### src/rtl/pipelined_negator.sv
`default_nettype none
// ============================================================================
// Module      : pipelined_negator
// Description : Multi-cycle two's-complement negate / absolute-value unit.
//               Processes CHUNK bits per clock, least-significant chunk
//               first, rippling the +1 carry through a register. Valid/ready
//               handshake on both sides; zero and overflow flags on output.
//               Optional macro NEGATOR_SATURATE_EN clamps the most-negative
//               negation to the most-positive value instead of wrapping.
// Revision    : 1.0 - initial release
// ============================================================================
module pipelined_negator #(
   parameter int WIDTH = 32,
   parameter int CHUNK = 8
) (
   input  logic             clk,
   input  logic             rst,
   input  logic             in_valid,
   output logic             in_ready,
   input  logic [WIDTH-1:0] in_data,
   input  logic             mode,
   output logic             out_valid,
   input  logic             out_ready,
   output logic [WIDTH-1:0] out_data,
   output logic             out_zero,
   output logic             out_ovf
);

   localparam int NCHUNK = WIDTH / CHUNK;
   localparam int KW     = (NCHUNK > 1) ? $clog2(NCHUNK) : 1;
   localparam logic [KW-1:0] K_LAST = KW'(NCHUNK - 1);

   localparam logic [1:0] S_IDLE = 2'd0;
   localparam logic [1:0] S_BUSY = 2'd1;
   localparam logic [1:0] S_DONE = 2'd2;

   // Most-negative value: the only input whose negation does not fit.
   localparam logic [WIDTH-1:0] MIN_VAL = {1'b1, {(WIDTH-1){1'b0}}};
`ifdef NEGATOR_SATURATE_EN
   localparam logic [WIDTH-1:0] MAX_VAL = {1'b0, {(WIDTH-1){1'b1}}};
`endif

   logic [1:0]       state_q, state_d;
   logic [WIDTH-1:0] src_q,   src_d;
   logic [WIDTH-1:0] acc_q,   acc_d;
   logic             neg_q,   neg_d;
   logic             carry_q, carry_d;
   logic [KW-1:0]    k_q,     k_d;
   logic [WIDTH-1:0] data_q,  data_d;
   logic             zero_q,  zero_d;
   logic             ovf_q,   ovf_d;

   int               w_base;
   logic [CHUNK-1:0] w_src_chunk;
   logic [CHUNK-1:0] w_res_chunk;
   logic [WIDTH-1:0] w_acc_next;
   logic             w_ovf;
   logic [WIDTH-1:0] w_final;

   assign in_ready  = (state_q == S_IDLE);
   assign out_valid = (state_q == S_DONE);
   assign out_data  = data_q;
   assign out_zero  = zero_q;
   assign out_ovf   = ovf_q;

   // Chunk datapath, FSM transitions and result capture at the last chunk.
   always_comb begin
      state_d = state_q;
      src_d   = src_q;
      acc_d   = acc_q;
      neg_d   = neg_q;
      carry_d = carry_q;
      k_d     = k_q;
      data_d  = data_q;
      zero_d  = zero_q;
      ovf_d   = ovf_q;

      w_base      = int'(k_q) * CHUNK;
      w_src_chunk = src_q[w_base +: CHUNK];
      // Negation is ~x + 1; the +1 arrives as the rippled carry.
      w_res_chunk = neg_q ? (~w_src_chunk + {{(CHUNK-1){1'b0}}, carry_q})
                          : w_src_chunk;
      w_acc_next  = acc_q;
      w_acc_next[w_base +: CHUNK] = w_res_chunk;

      w_ovf = neg_q & (src_q == MIN_VAL);
`ifdef NEGATOR_SATURATE_EN
      w_final = w_ovf ? MAX_VAL : w_acc_next;
`else
      w_final = w_acc_next;
`endif

      case (state_q)
         S_IDLE: begin
            if (in_valid) begin
               src_d   = in_data;
               neg_d   = ~mode | in_data[WIDTH-1];
               carry_d = 1'b1;
               k_d     = '0;
               state_d = S_BUSY;
            end
         end
         S_BUSY: begin
            acc_d   = w_acc_next;
            // Carry survives a chunk only if every inverted bit was 1.
            carry_d = carry_q & (w_src_chunk == '0);
            k_d     = k_q + KW'(1);
            if (k_q == K_LAST) begin
               k_d     = '0;
               data_d  = w_final;
               zero_d  = (w_final == '0);
               ovf_d   = w_ovf;
               state_d = S_DONE;
            end
         end
         S_DONE: begin
            if (out_ready) begin
               state_d = S_IDLE;
            end
         end
         default: begin
            state_d = S_IDLE;
         end
      endcase
   end

   // State and datapath registers; asynchronous reset discards any operation.
   always_ff @(posedge clk or posedge rst) begin
      if (rst) begin
         state_q <= S_IDLE;
         src_q   <= '0;
         acc_q   <= '0;
         neg_q   <= 1'b0;
         carry_q <= 1'b0;
         k_q     <= '0;
         data_q  <= '0;
         zero_q  <= 1'b0;
         ovf_q   <= 1'b0;
      end else begin
         state_q <= state_d;
         src_q   <= src_d;
         acc_q   <= acc_d;
         neg_q   <= neg_d;
         carry_q <= carry_d;
         k_q     <= k_d;
         data_q  <= data_d;
         zero_q  <= zero_d;
         ovf_q   <= ovf_d;
      end
   end

endmodule
`default_nettype wire
### config.mk
export PLATFORM = sky130hd
export DESIGN_NAME = pipelined_negator
export DESIGN_NICKNAME = d
export VERILOG_FILES = /design/src/rtl/pipelined_negator.sv
export SDC_FILE = /design/constraint.sdc
export NUM_CORES = 1
export LEC_CHECK = 0
export CORE_MARGIN = 1.5
export CORE_UTILIZATION = 58
export DETAILED_ROUTE_END_ITERATION = 16
export PLACE_DENSITY_LB_ADDON = 0.05
export SLEW_MARGIN = 20
export SYNTH_ARGS = -nofsm -noshare
export SYNTH_HDL_FRONTEND = slang
export SYNTH_SLANG_ARGS = --single-unit
### constraint.sdc
create_clock -name clk -period 5.97 [get_ports clk]
set_input_delay 1.194 -clock clk [delete_from_list [all_inputs] [get_ports clk]]
set_output_delay 1.194 -clock clk [all_outputs]
set_load 0.005 [all_outputs]
* Word-level counts from Yosys, hierarchy flattened
Cells that the tools add are included.
** Cells by class
- Add/subtract/negate cells :: 3
- Equal/unequal tests :: 7
- Shifts and indexed selects :: 3
- Mux-type cells :: 11
- Bitwise operators :: 5
- Reduce and logical (&&, ||, !) cells :: 8
** Operators by type and width (count)
- 5-bit negator with 33-bit output :: 1
- 8-bit by 33-bit variable shift with 32-bit output (first input constant) :: 1
- 8-bit by 33-bit variable part select with 32-bit output :: 1
- 32-bit bitwise mux :: 1
- 32-bit == test (second input constant) :: 1
- 32-bit logical NOT :: 1
- 32-bit by 6-bit variable part select with 8-bit output :: 1
- 2-bit two-way mux :: 5
- 8-bit by 1-bit adder with 8-bit output :: 1
- 8-bit logical NOT :: 1
- 8-bit two-way mux :: 1
- 8-bit NOT :: 1
- 2-bit case mux with 3 select lines :: 1
- 2-bit AND reduction :: 3
- 2-bit == test (second input constant) :: 2
- 2-bit != test (second input constant) :: 2
- 2-bit case mux with 2 select lines :: 1
- 3-bit AND reduction :: 1
- 2-bit by 1-bit adder with 2-bit output (second input constant) :: 1
- 1-bit bitwise AND :: 2
- 2-bit by 1-bit == test with 1-bit output (second input constant) :: 1
- 2-bit logical NOT :: 1
- 2-bit by 1-bit != test with 1-bit output (second input constant) :: 1
- 1-bit case mux with 2 select lines :: 1
- 4 further kinds :: 4
** Word-level totals
- Flip-flop bits (word level) :: 104
- Input bits :: 37
- Word-level logic and storage cells :: 46

* Longest topological paths before layout
Gate-level depths: netlist of the first run.
- Depth in word-level cells :: 7
- Depth in mapped cells :: 13
- Depth with buffers taken out :: 10

* Worst setup path before layout of the first run
OpenSTA, ideal clock, no wires.
- Path kind :: reg-to-reg
- Start :: register k_q[0]
- End :: register zero_q, in the netlist out_zero
- Arrival time :: 3.365 ns
- Data required time :: 5.866 ns
- Path slack :: 2.501 ns
- Stages on the path, launching flop included :: 13
- Path buffers :: 2
- Clock period less this slack :: 3.469 ns
- Cells stage by stage :: dfrtp_1 buf_6 clkbuf_1 mux4_2 inv_1 ha_1 inv_1 o41ai_4 xor2_2 a2bb2oi_1 nand4_1 or3_1 o41ai_2
** Between the ends
- Word-level cells in the longest chain between the ends :: 7
- Elaborated cells on any way between the ends :: 11
- Those cells by class :: add/sub (2); eq/ne (1); shift (3); mux (2); bitwise (1); reduce/logical (2)
** RTL lines
- start, declared :: line 48 : logic [KW-1:0] k_q, k_d;
- start signal, assigned :: line 145 : k_q <= k_d;
- 32-bit by 6-bit variable part select with 8-bit output :: line 79 : w_src_chunk = src_q[w_base +: CHUNK];
- 8-bit NOT :: line 81 : w_res_chunk = neg_q ? (~w_src_chunk + {{(CHUNK-1){1'b0}}, carry_q})
- 8-bit by 1-bit adder with 8-bit output :: line 81
- 8-bit two-way mux :: line 81
- 8-bit by 33-bit variable part select with 32-bit output :: line 84 : w_acc_next[w_base +: CHUNK] = w_res_chunk;
- 32-bit bitwise mux :: line 84
- 32-bit logical NOT :: line 111 : zero_d = (w_final == '0);
- end signal, assigned :: line 147 : zero_q <= zero_d;
- end, declared :: line 50 : logic zero_q, zero_d;
Several ways; a longest one is shown, not always the timed one.
A chain may end at the register's enable or synchronous reset.

* Worst setup path in the final report of the first run
Same ends and word-level chain as after synthesis.

==> run_results.csv, run 1 <==
group,metric,value,unit
yosys,synth_flop_cell,"dfrtp_1",
cells_and_area,design_area,0.00594,mm2
route,routedWlPerCell,17.5,um
yosys,yosys.area.top_type,"dfrtp_1",
die,rows,33,
global_route,grt_antenna_before_repair,0,
run_status,status,"complete, no violations",
worst_setup_path,rr_endpoint,"out_zero",
timing,finClkSkew,0.00977,ns
die,die_h,95.4,um
timing,rsz0062_at_grt,"no",
worst_setup_path,critPathMaxStageDelay,0.88,ns
worst_setup_path,crit_top_cell,"inv_1",
worst_setup_path,crit_chain,"mux4_2 > inv_1 > ha_1 > inv_1 > o41ai_4 > xor2_2 > a2bb2oi_1 > nand4_1 > or3_1 > o41ai_2",
clock_tree,cts_tree,"yes",
clock_tree,htreeDepth,3,
worst_hold_path,min_path_type,"reg -> reg",
route,via_per_inst,5.98,
yosys,async_flop_share,1.00,
worst_setup_path,r2r_start,"k_q[0]",
power,cellLeakagePower,2.64,nW
global_route,grtUsageTotal,0.288,
clock_tree,clk_pin_slew,0.10,ns
route,vias,4113,
worst_hold_path,hold_depth,2,
yosys,syn-num-nets,564,
global_route,grt_pass1_vias,3995,
yosys,synth_area,0.00495,mm2
power,power_density,552,mW/mm2
die,ios,73,
yosys,ys_seq_elements,104,
global_route,grt_start_max_net_pins,69,
route,antenna_left,0,
run,max_cap_violations,0,
clock_tree,cts.sinks,104,
worst_setup_path,criticalPathCategory,"reg -> reg",
timing,max_freq,261,MHz
yosys,syn_avg_cell_area,9.55,um2
timing,layout_min_cycle_time,3.83,ns
yosys,synth_top_area_share,0.525,
worst_setup_path,critPathSlowestCell,"dfrtp_1",
placement,io_buffers,72,
yosys,yosysWarnings,0,
die,core-area,0.00826,mm2
timing,slew_viol_final,0,
yosys,synth_cell_types,51,
worst_hold_path,hp-start,"out_data[4]",
global_route,gr-total-overflow,0,
timing,setup_tns,0,ns
die,die_w,95.4,um
die,initial_utilization,0.600,
clock_tree,clk_path_buf_depth,2,
route,detail_route.iter0.violations,286,
clock_tree,cts_setup_buffers,0,
power,ir_drop,0.000288,V
worst_hold_path,hold_end,"out_data[4]",
cells_and_area,num-nets-final,623,
cells_and_area,drive_above_1_share,0.0686,
timing,finalHoldViolCount,0,
worst_setup_path,cp-end-kind,"register",
timing,finalCritPeriodShare,0.641,
cells_and_area,diodes,0,
worst_setup_path,critPathLaunchType,"register",
placement,place_area,0.00574,mm2
timing,worstMarginPinSlew,1.07,ns
timing,relSlewSlack,0.288,
yosys,postSynthCellCount,519,
die,die_area,0.00911,mm2
route,first_pass_iters,5,
clock_tree,cts_buffers,9,
clock_tree,cts.root.buffer_cell,"clkbuf_8",
worst_setup_path,r2r.worst_path.cells,10,
placement,place.gp.congestion,0.985,
cells_and_area,regArea,0.00260,mm2
cells_and_area,multi_input_area,0.00221,mm2
worst_setup_path,cp.arrival,4.10,ns
global_route,grt_pass1_wl,19800,um
worst_setup_path,cp_max_fo,20,
placement,hpwl,8530,um
route,wirelength,12100,um
yosys,synth_edf_count,0,
clock_tree,cts_hold_buf,0,
worst_setup_path,rrSetupSlack,2.14,ns
yosys,synth.top_cells.by_area,"dfrtp_1 (53%), nand2_1 (13%), o21ai_0 (7.3%)",
cells_and_area,area_growth,19.9,%
route,drc,0,
worst_setup_path,cp.required,6.24,ns
clock_tree,insertion_delay,0.37,ns
yosys,seq_area_frac_synth,0.525,
cells_and_area,nFillCells,648,
clock_tree,postCtsResizedCells,0,
timing,setup_viol_count_final,0,
-- layout by cell type, fill, tap and decap left out, drive strengths merged, types with 2 or more instances in the layout --
cell type,instances
a21oi,5
a22oi,21
a2bb2oi,8
buf,3
clkbuf,11
clkdlybuf4s50,72
clkinv,3
dfrtp,104
ha,8
inv,13
mux2i,3
mux4,8
nand2,173
nand2b,3
nand4,5
nand4b,2
nor2,7
nor2b,2
nor3,5
nor4,7
nor4bb,2
o21ai,73
o31ai,3
o41ai,4
or3,2
or4,6
xnor2,5
xor2,7
-- cells by family (layout without fill, tap and decap cells) --
logic type	after synthesis	in the layout	synth area share
AOI/OAI and AO/OA	121	121	0.158
muxes	12	12	0.0455
adders and majority gates	8	8	0.0202
and+or+nand+nor	222	222	0.195
xor gates and xnor gates	12	12	0.0242
DFF	104	104	0.525
buffers and inverters	40	104	0.0318
-- how the worst max path moves through the flow --
stage | endpoint | from | slack (ns) | depth (start not counted)
3_5_place_dp | out_zero | k_q[0] | 2.13 | 10
3_3_place_gp | out_zero | k_q[0] | 2.29 | 10
2_1_floorplan | acc_q[0] | rst | 2.04 | 1
5_1_grt | out_zero | k_q[0] | 1.80 | 10
4_1_cts | out_zero | k_q[0] | 2.13 | 10
6_report | out_zero | k_q[0] | 2.14 | 10
-- flip-flops by register name, summed over array words and instances (netlist names) --
register  count
state_q       2
out_zero      1
out_ovf       1
neg_q         1
acc_q        32
carry_q       1
out_data     32
k_q           2
src_q        32
-- worst max-delay path: cells and delay by family, from the launching register on --
family          cells  cell delay (ns)
compound gates      3             1.01
mux                 1             0.63
buf+inv             2             0.18
fa+ha+maj           1             0.14
flops               1             0.88
xor+xnor            1             0.41
simple gates        2             0.49
-- where the power goes --
group,internal [W],total (W),switching [W]
clock network,0.000210,0.000454,0.000245
logic,0.000658,0.00161,0.000949
registers,0.000967,0.00122,0.000250
total,0.00183,0.00328,0.00144
-- per-layer routing --
layer | wire length [um] | vias to the layer above | track usage | part of all wire
li1 | - | 1919 | - | -
met1 | 5100 | 1977 | 0.378 | 0.42
met2 | 5850 | 174 | 0.466 | 0.48
met3 | 714 | 43 | 0.0550 | 0.059
met4 | 400 | 0 | 0.130 | 0.033
met5 | 0 | - | 0 | 0
-- through the flow --
| step | hold slack [ns] | util | cells | total power, W | setup slack, ns |
|---|---|---|---|---|---|
| CTS | 0.491 | 0.719 | 688 | 0.00327 | 2.13 |
| finish | 0.483 | 0.720 | 688 | 0.00328 | 2.14 |
| detailed placement | 0.470 | 0.695 | 672 | 0.00281 | 2.13 |
| global route | 0.514 | 0.720 | 688 | 0.00351 | 1.80 |
| global placement | 0.461 | 0.695 | 672 | 0.00276 | 2.29 |
| floorplan | 0.450 | - | 519 | 0.00223 | 2.04 |
-- Yosys cell counts, types with 2 or more instances --
master and n:
o21ai_0 72, or4_1 6, o31ai_1 2, xor2_2 2
clkbuf_1 26, dfrtp_1 104, a21oi_1 5, nand4b_1 2
mux4_2 7, a2bb2oi_1 7, nor4bb_1 2, mux2i_1 3
nand2b_1 3, nor2b_1 2, clkinv_1 2, nand2_1 173
inv_1 11, xnor2_1 5, nor2_1 7, o41ai_2 2
xor2_1 5, nor3_1 5, nor4_1 7, a22oi_1 21
ha_1 8, nand4_1 5
-- cell type report --
| type | count | area share |
|---|---|---|
| timing repair buffer | 75 | 0.125 |
| clock inverter | 5 | 0.0107 |
| tap | 105 | 0.0221 |
| inverter | 13 | 0.00863 |
| multi-input combinational | 375 | 0.372 |
| sequential | 104 | 0.438 |
| clock buffer | 11 | 0.0238 |
Note: power is estimated with default switching activity, not from simulation.
==> inputs of run 2 (changes only) <==
CORE_UTILIZATION = 54   (was 58)
clock period = 3.9 ns   (was 5.97 ns; I/O delays follow)
==> run 2 against run 1 <==
The run now ends with design-rule violations left. Combinational power up 58%. Sequential power is 48% higher. Worst setup slack lost 1.6 ns. Cell area increased by 0.80%. Count of clock-buffer cells in the layout unchanged. Clock power up 50%. Sequential share of layout area is 0.35 points lower. Via count shrank 0.85%. Routed wire length grew 0.36%. Clock skew increased by 0.0022 ns. Critical endpoint unchanged. Largest cell class unchanged.
==> run_results.csv, run 2 (synthesis results as in run 1) <==
group,metric,value,unit
run_status,status,"finished, violations left",
run_status,failed_checks,"design-rule violations",
worst_setup_path,cp.arrival,3.64,ns
power,swShare,0.436,
power,internal-power,0.00284,W
placement,placedCellCount,682,
clock_tree,clk_path_buf_depth,2,
route,detail_route.iter0.violations,298,
timing,finalCritPeriodShare,0.864,
global_route,gr-total-overflow,0,
placement,pre_cts_ws,0.555,ns
global_route,grt_pass1_wl,20300,um
route,dr_wl_met2,6020,um
worst_setup_path,cp-end-kind,"register",
die,die_h,98.8,um
power,p_switching,0.00220,W
worst_setup_path,cp_max_fo,14,
route,via_per_inst,5.85,
clock_tree,cts_buffers,9,
clock_tree,htreeDepth,3,
clock_tree,postCtsResizedCells,0,
timing,finClkSkew,0.0120,ns
timing,finalHoldViolCount,0,
cells_and_area,diodes,0,
timing,setup_tns,0,ns
route,dr_wl_met3,535,um
power,power_density,841,mW/mm2
cells_and_area,num-nets-final,630,
clock_tree,cts.root.buffer_cell,"clkbuf_8",
route,routed.top_layer,"met4",
timing,max_freq,297,MHz
die,die_w,98.8,um
route,drt-met1-wl,5300,um
power,ir_drop,0.000388,V
clock_tree,cts.sinks,104,
cells_and_area,mostFrequentLayoutCell,"nand2_1",
placement,hpwl,8690,um
die,rows,34,
timing,worstMarginPinSlew,1.05,ns
run,max_cap_violations,0,
clock_tree,insertion_delay,0.37,ns
clock_tree,cts_setup_buffers,0,
timing,setup_viol_count_final,0,
route,vias,4078,
die,die_area,0.00976,mm2
global_route,grt_antenna_before_repair,0,
route,first_pass_iters,11,
placement,place.gp.congestion,0.946,
worst_setup_path,criticalPathCategory,"reg -> reg",
power,combPwrFrac,0.506,
route,drc,6,
power,p_seq_frac,0.358,
route,wirelength,12100,um
die,ios,73,
clock_tree,clk_pin_slew,0.10,ns
timing,layout_min_cycle_time,3.37,ns
power,cellLeakagePower,2.68,nW
timing,relSlewSlack,0.302,
timing,rsz0062_at_grt,"no",
die,initial_utilization,0.563,
route,routedWlPerCell,17.4,um
power,p_clk_frac,0.136,
worst_setup_path,critPathLaunchType,"register",
global_route,grt_pass1_vias,4112,
placement,io_buffers,72,
clock_tree,cts_tree,"yes",
route,antenna_left,0,
global_route,grt_start_max_net_pins,69,
worst_hold_path,min_path_type,"reg -> reg",
cells_and_area,stdcell_count,697,
cells_and_area,area_growth,20.9,%
worst_setup_path,cp.required,4.17,ns
clock_tree,cts_hold_buf,0,
cells_and_area,final_cell_mix,"nand2_1 (172), dfrtp_1 (104), o21ai_0 (72), clkdlybuf4s50_1 (72), a22oi_1 (21)",
cells_and_area,drive_above_1_share,0.0747,
timing,slew_viol_final,0,
die,core-area,0.00881,mm2
timing,layout_setup_ws,0.529,ns
global_route,grtUsageTotal,0.266,
-- run 2: layout make-up --
class	instances	area [um2]
inverters	13	51.3
flip-flops and latches	104	2600
multi-input cells	375	2200
well taps	108	135
fillers	715	2820
repair buffers	82	808
clock buffers	11	141
clock inverters	4	53.8
-- run 2: power by group through the flow --
stage               logic [W]  clock network, W  registers, W
finish                0.00255          0.000683       0.00180
global route          0.00278          0.000738       0.00186
CTS                   0.00254          0.000697       0.00180
detailed placement    0.00253                 0       0.00182
global placement      0.00246                 0       0.00181
floorplan             0.00169                 0       0.00172
-- run 2: stage by stage --
stage	hold WS, ns	utilization	power, W	area, um2
6_report	0.486	0.680	0.00503	5990
5_1_grt	0.520	0.680	0.00537	5990
4_1_cts	0.490	0.680	0.00503	5990
3_5_place_dp	0.469	0.658	0.00435	5790
3_3_place_gp	0.460	0.658	0.00427	5790
2_1_floorplan	0.450	-	0.00342	4950
-- run 2: path summary, 6_finish.rpt --
check	cells past startpoint	endpoint	startpoint	slack (ns)
worst max-delay path	11	out_zero	k_q[1]	0.53
worst min-delay path	2	out_data[16]	out_data[16]	0.49
worst max register to register	11	out_zero	k_q[1]	0.53
worst min register to register	2	out_data[16]	out_data[16]	0.49
max in group asynchronous	3	acc_q[3]	rst	2.34
min in group asynchronous	2	src_q[14]	rst	0.85
-- run 2: worst max-delay path: stages, from the launching register on --
cell	delay, ns
dfrtp_1	0.35
buf_4	0.21
mux4_2	0.37
inv_1	0.11
ha_1	0.19
inv_1	0.08
o31ai_2	0.32
xor2_1	0.41
a2bb2oi_1	0.31
o2111ai_1	0.19
or3_1	0.43
o41ai_2	0.34
-- run 2: routing by layer --
layer / GRT usage / vias up
met5: 0 / -
met3: 0.0447 / 21
met4: 0.0989 / 0
met1: 0.351 / 1989
met2: 0.446 / 132
li1: - / 1936
==> inputs of run 3 (changes only) <==
CAP_MARGIN = 20   (was unset)
==> results of run 3 <==
Final layout, timing and power as in run 2 (identical DEF).
